==> src/rtl/mem_access_unit.sv <==
// Load/store responder: turns CPU byte/half/word accesses into one word-wide
// ready/ack memory transaction and stalls the CPU until it completes.
module mem_access_unit #(
    parameter int ADDR_W  = 10,
    parameter int TIMEOUT = 255
) (
    input  logic              clk,
    input  logic              rst,
    input  logic              memRead,
    input  logic              memWrite,
    input  logic [1:0]        memDataSize,
    input  logic              memBitExt,
    input  logic [31:0]       addr,
    input  logic [31:0]       wdata,
    output logic [31:0]       rdata,
    output logic              stall,
    output logic              memErr,
    output logic              mem_req,
    output logic              mem_we,
    output logic [ADDR_W-1:0] mem_addr,
    output logic [3:0]        mem_be,
    output logic [31:0]       mem_wdata,
    input  logic [31:0]       mem_rdata,
    input  logic              mem_ack
);

    localparam logic [1:0] IDLE = 2'd0;
    localparam logic [1:0] BUSY = 2'd1;
    localparam logic [1:0] DONE = 2'd2;

    localparam logic [1:0] SZ_WORD = 2'd0;
    localparam logic [1:0] SZ_HALF = 2'd1;
    localparam logic [1:0] SZ_BYTE = 2'd2;

    localparam int CNT_W = (TIMEOUT < 2) ? 1 : $clog2(TIMEOUT + 1);
    localparam logic [CNT_W-1:0] CNT_LAST = CNT_W'((TIMEOUT > 0) ? TIMEOUT - 1 : 0);

    logic [1:0]       state;
    logic [CNT_W-1:0] timeoutCnt;
    logic [1:0]       sizeQ;
    logic [1:0]       laneQ;
    logic             extQ;
    logic             timedOut;

    logic access;
    logic illegal;
    logic startAccess;

    // Upper address bits lie outside the attached memory window.
    logic unusedAddrBits;
    assign unusedAddrBits = ^addr[31:ADDR_W+2];

    function automatic logic [3:0] byteEnables(input logic [1:0] size, input logic [1:0] lane);
        case (size)
            SZ_BYTE: return 4'b0001 << lane;
            SZ_HALF: return lane[1] ? 4'b1100 : 4'b0011;
            default: return 4'b1111;
        endcase
    endfunction

    function automatic logic [31:0] replicateStore(input logic [1:0] size, input logic [31:0] data);
        case (size)
            SZ_BYTE: return {4{data[7:0]}};
            SZ_HALF: return {2{data[15:0]}};
            default: return data;
        endcase
    endfunction

    function automatic logic [31:0] extendLoad(input logic [31:0] word, input logic [1:0] size,
                                               input logic [1:0] lane, input logic zeroExt);
        logic [31:0] shifted;
        shifted = word >> {lane, 3'b000};
        case (size)
            SZ_BYTE: return {zeroExt ? 24'h0 : {24{shifted[7]}}, shifted[7:0]};
            SZ_HALF: return {zeroExt ? 16'h0 : {16{shifted[15]}}, shifted[15:0]};
            default: return word;
        endcase
    endfunction

    assign access  = memRead | memWrite;
    assign illegal = (memRead & memWrite)
                   | (memDataSize == 2'b11)
                   | ((memDataSize == SZ_HALF) & addr[0])
                   | ((memDataSize == SZ_WORD) & (addr[1:0] != 2'b00));
    assign startAccess = (state == IDLE) & access & ~illegal;

    always_comb begin
        stall  = 1'b0;
        memErr = 1'b0;
        if (!rst) begin
            case (state)
                IDLE: begin
                    stall  = access & ~illegal;
                    memErr = access & illegal;
                end
                BUSY:    stall  = 1'b1;
                DONE:    memErr = timedOut;
                default: ;
            endcase
        end
    end

    always_ff @(posedge clk) begin
        if (rst) begin
            state      <= IDLE;
            mem_req    <= 1'b0;
            mem_we     <= 1'b0;
            mem_addr   <= '0;
            mem_be     <= '0;
            mem_wdata  <= '0;
            rdata      <= '0;
            timeoutCnt <= '0;
            timedOut   <= 1'b0;
            sizeQ      <= '0;
            laneQ      <= '0;
            extQ       <= 1'b0;
        end else begin
            case (state)
                IDLE: begin
                    if (startAccess) begin
                        mem_req    <= 1'b1;
                        mem_we     <= memWrite;
                        mem_addr   <= addr[ADDR_W+1:2];
                        mem_be     <= byteEnables(memDataSize, addr[1:0]);
                        mem_wdata  <= replicateStore(memDataSize, wdata);
                        sizeQ      <= memDataSize;
                        laneQ      <= addr[1:0];
                        extQ       <= memBitExt;
                        timeoutCnt <= '0;
                        timedOut   <= 1'b0;
                        state      <= BUSY;
                    end
                end
                BUSY: begin
                    if (mem_ack) begin
                        mem_req <= 1'b0;
                        if (!mem_we) begin
                            rdata <= extendLoad(mem_rdata, sizeQ, laneQ, extQ);
                        end
                        state <= DONE;
                    end else if ((TIMEOUT != 0) && (timeoutCnt == CNT_LAST)) begin
                        // Abandoned access: report zero data and flag the error for DONE.
                        mem_req  <= 1'b0;
                        rdata    <= '0;
                        timedOut <= 1'b1;
                        state    <= DONE;
                    end else begin
                        timeoutCnt <= timeoutCnt + 1'b1;
                    end
                end
                DONE:    state <= IDLE;
                default: state <= IDLE;
            endcase
        end
    end

endmodule

==> config.mk <==
export PLATFORM = sky130hd
export DESIGN_NAME = mem_access_unit
export DESIGN_NICKNAME = d
export VERILOG_FILES = /design/src/rtl/mem_access_unit.sv
export SDC_FILE = /design/constraint.sdc
export NUM_CORES = 1
export LEC_CHECK = 0
export CORE_ASPECT_RATIO = 2
export CORE_MARGIN = 8
export CORE_UTILIZATION = 39
export DETAILED_ROUTE_END_ITERATION = 10
export PLACE_DENSITY = 0.77
export SETUP_SLACK_MARGIN = 0.2
export SLEW_MARGIN = 5
export SYNTH_ARGS = -nofsm -noshare
export SYNTH_HDL_FRONTEND = slang
export SYNTH_SLANG_ARGS = --single-unit
==> constraint.sdc <==
create_clock -name clk -period 1.6 [get_ports clk]
set_input_delay 0.16 -clock clk [delete_from_list [all_inputs] [get_ports clk]]
set_output_delay 0.16 -clock clk [all_outputs]
set_load 0.03 [all_outputs]
==> reports/qor.yml <==
rows: 55
fin_cells: 920
numPortBuffers: 165
worstPathCellList: "buf_6 > buf_6 > nor2_4 > o2111a_2 > buf_6 > buf_12 > buf_6 > buf_16 > nor2_4 > a311oi_2"
start_util_pct: 39.68
fin_skew_ps: 9.418
cp_slowest_cell: "dfxtp_4"
dr_total_vias: 5393
synth_fp_nets: 632
period_share_pct: 112.4
cpPeakStageDelay_ps: 360
cts_tree: "built"
cts_root_buffer: "clkbuf_16"
synth_compound_area_share_pct: 27.41
coreArea_um2: 11290
area.sequential_um2: 1933
place_inst: 859
synth_ff_type: "dfxtp_1"
synth_top_family_by_area: "compound AO/OA/AOI/OAI gates"
filler_cell_count: 736
layout.nets: 885
final_common_cell: "dfxtp_1"
worstSetupPathType: "reg2reg"
startpoint_type: "register"
pin_count: 186
wl_per_cell_um: 22.79
crit_family: "buffers and inverters"
syn2layout_area_growth_pct: 90.89
synth_fa_ha_area_share_pct: 2.459
drive_above_1_share_pct: 36.81
syn_inst: 520
period_minus_slack_ps: 1799
worstPathArrival_ps: 2050
syn_area_um2: 4478
ir_drop_v: 0.0007534
clk_pin_slew_ps: 70
drv_cap: 0
insertion_delay_ps: 350
synth_area_leaders: "dfxtp_1 43%, nand2_1 7.3%, a21oi_1 7.0%"
critPathMaxFanout: 6
hold_class: "in2reg"
worst_pin_slew_ps: 592.1
grt_pass1_wl_um: 31280
numCtsBuffers: 9
yosysTopAreaCellShare_pct: 42.92
status: "finished with violations"
die_w_um: 91.77
synth_warnings: 0
ys_seq_area_share_pct: 42.92
cp_common_cell: "buf_6"
finalWeightedCongestion: 0.9220
viasPerCell: 5.862
pre_cts_ws_ps: -996.2
finalWirelength_um: 20970
end_kind: "register"
fin_util_pct: 75.74
multi_input_area_um2: 3055
slew_viol_final: 0
yosys.area.top_type: "dfxtp_1"
drtIter0Drc: 218
die_h_um: 167.5
die_area_um2: 15380
synth.area.mux_share_pct: 3.157
drcViolationCount: 0
fmax_mhz: 555.9
cp_num_buf_inv: 6
leakagePower_nw: 3.658
rsz0062_at_grt: "yes"
hold_viol: 0
clockBufferDepth: 2
holdWs_ps: 203.1
critical_path_required_ps: 1850
postSynthAreaPerCell_um2: 8.612
clock-sinks: 96
synthSimpleGateAreaFrac_pct: 17.91
power.total_mw: 7.446
htree_levels: 3
antenna_left: 0
final_cell_mix: "91 x dfxtp_1, 84 x dlygate4sd2_1, 76 x clkdlybuf4s50_1, 55 x buf_4, 42 x a21oi_1"
synth_xor_area_share_pct: 0.7823
dr.pass1.iters: 5
gr-usage-all-layers_pct: 25.35
antenna_found_initial: 0
grt_pass1_vias: 5877
slew_headroom_pct: 60.53
synth-edff-count: 0
ys_seq_elements: 96
violations: "setup timing"
p_per_area_nw_per_um2: 871.1
finalSetupViolations: 95
grt_remaining_overflow: 0
post-dp-hpwl_um: 13050
async_reset_ff_share_pct: 0
synth.distinct_cells: 57
cts_hold_buffers: 0
setup_ws_ps: -198.8
grt_max_degree: 47
==> power breakdown <==
part	total, mW	switching [mW]	internal (mW)
logic	2.57	1.33	1.24
clock network	2.23	1.00	1.22
registers	2.65	0.116	2.54
==> sequential cells by signal, summed over array words and instances, names as in the netlist, 2 cells and up <==
signal,count
timeoutCnt,8
mem_addr,10
state,2
laneQ,2
mem_wdata,32
rdata,32
sizeQ,2
mem_be,4
==> worst register-to-register path, stage by stage, from the launching register on <==
cell and delay (ps):
dfxtp_4 360, buf_6 110, buf_6 110, nor2_4 90, o2111a_2 250, buf_6 120
buf_12 120, buf_6 110, buf_16 110, nor2_4 30, a311oi_2 270
==> layer usage <==
metal / track usage (%) / vias to the layer above / wire length (um)
met5: 0 / - / 0
met2: 48.09 / 324 / 11350
li1: - / 2408 / -
met1: 22.88 / 2575 / 6892
met3: 6.538 / 86 / 1487
met4: 15.68 / 0 / 1240
==> final timing paths <==
check / depth (start not counted) / start / slack, ps / to
hold / removal: 4 / memDataSize[0] / 200 / sizeQ[0]$_SDFFE_PP0P_
setup reg to reg: 10 / state[1]$_SDFFE_PP0P_ / -200 / mem_be[1]$_SDFFE_PP0P_
setup / recovery: 10 / state[1]$_SDFFE_PP0P_ / -200 / mem_be[1]$_SDFFE_PP0P_
hold reg to reg: 2 / mem_wdata[6]$_SDFFE_PP0P_ / 460 / mem_wdata[6]$_SDFFE_PP0P_
==> timing repair <==
action                     4_1_cts  5_1_grt
gates resized for setup        268       70
pin swaps                       83       39
setup buffers                   29        2
setup endpoints to repair      178       97
gates cloned                    12        2
==> synthesized netlist by cell type, types with 2 or more instances <==
master	n
dfxtp_1	96
nand2_1	87
a21oi_1	63
nor2_1	33
clkbuf_1	22
a221o_1	21
o211ai_1	17
inv_1	13
mux2i_1	13
buf_2	12
a311oi_1	11
nor3_1	11
nand2b_1	10
a21o_1	9
nor2b_1	9
a22oi_1	8
ha_1	8
a221oi_1	7
o31ai_1	7
o21ai_0	6
o221ai_1	6
nand3_1	5
xor2_1	4
buf_4	3
a211oi_1	2
buf_6	2
nand4_1	2
o21a_1	2
o21ai_1	2
o2bb2ai_1	2
==> per-stage QoR <==
stage / TNS [ps] / instance area (um^2)
final: -8568 / 8548
after global routing: -12640 / 8546
after CTS: -4382 / 8179
after detailed placement: -48550 / 6780
after global placement: -40440 / 6780
after floorplan: -136.3 / 4539
==> layout make-up <==
| type | instances | share of cell area [%] |
|---|---|---|
| Clock inverter | 5 | 0.7465 |
| Antenna cell | 1 | 0.02927 |
| Sequential cell | 96 | 22.61 |
| Inverter | 13 | 0.6440 |
| Clock buffer | 10 | 2.679 |
| Tap cell | 142 | 2.078 |
| Timing Repair Buffer | 282 | 35.47 |
| Multi-Input combinational cell | 371 | 35.74 |
==> logic make-up (layout without fill, tap and decap cells) <==
logic type,after synthesis,in the layout
flops,96,96
buf+inv,53,310
other cells,0,1
compound gates,172,172
mux,14,14
fa+ha+maj,9,9
simple gates,172,172
xor+xnor,4,4
(Power assumes the default switching activity.)
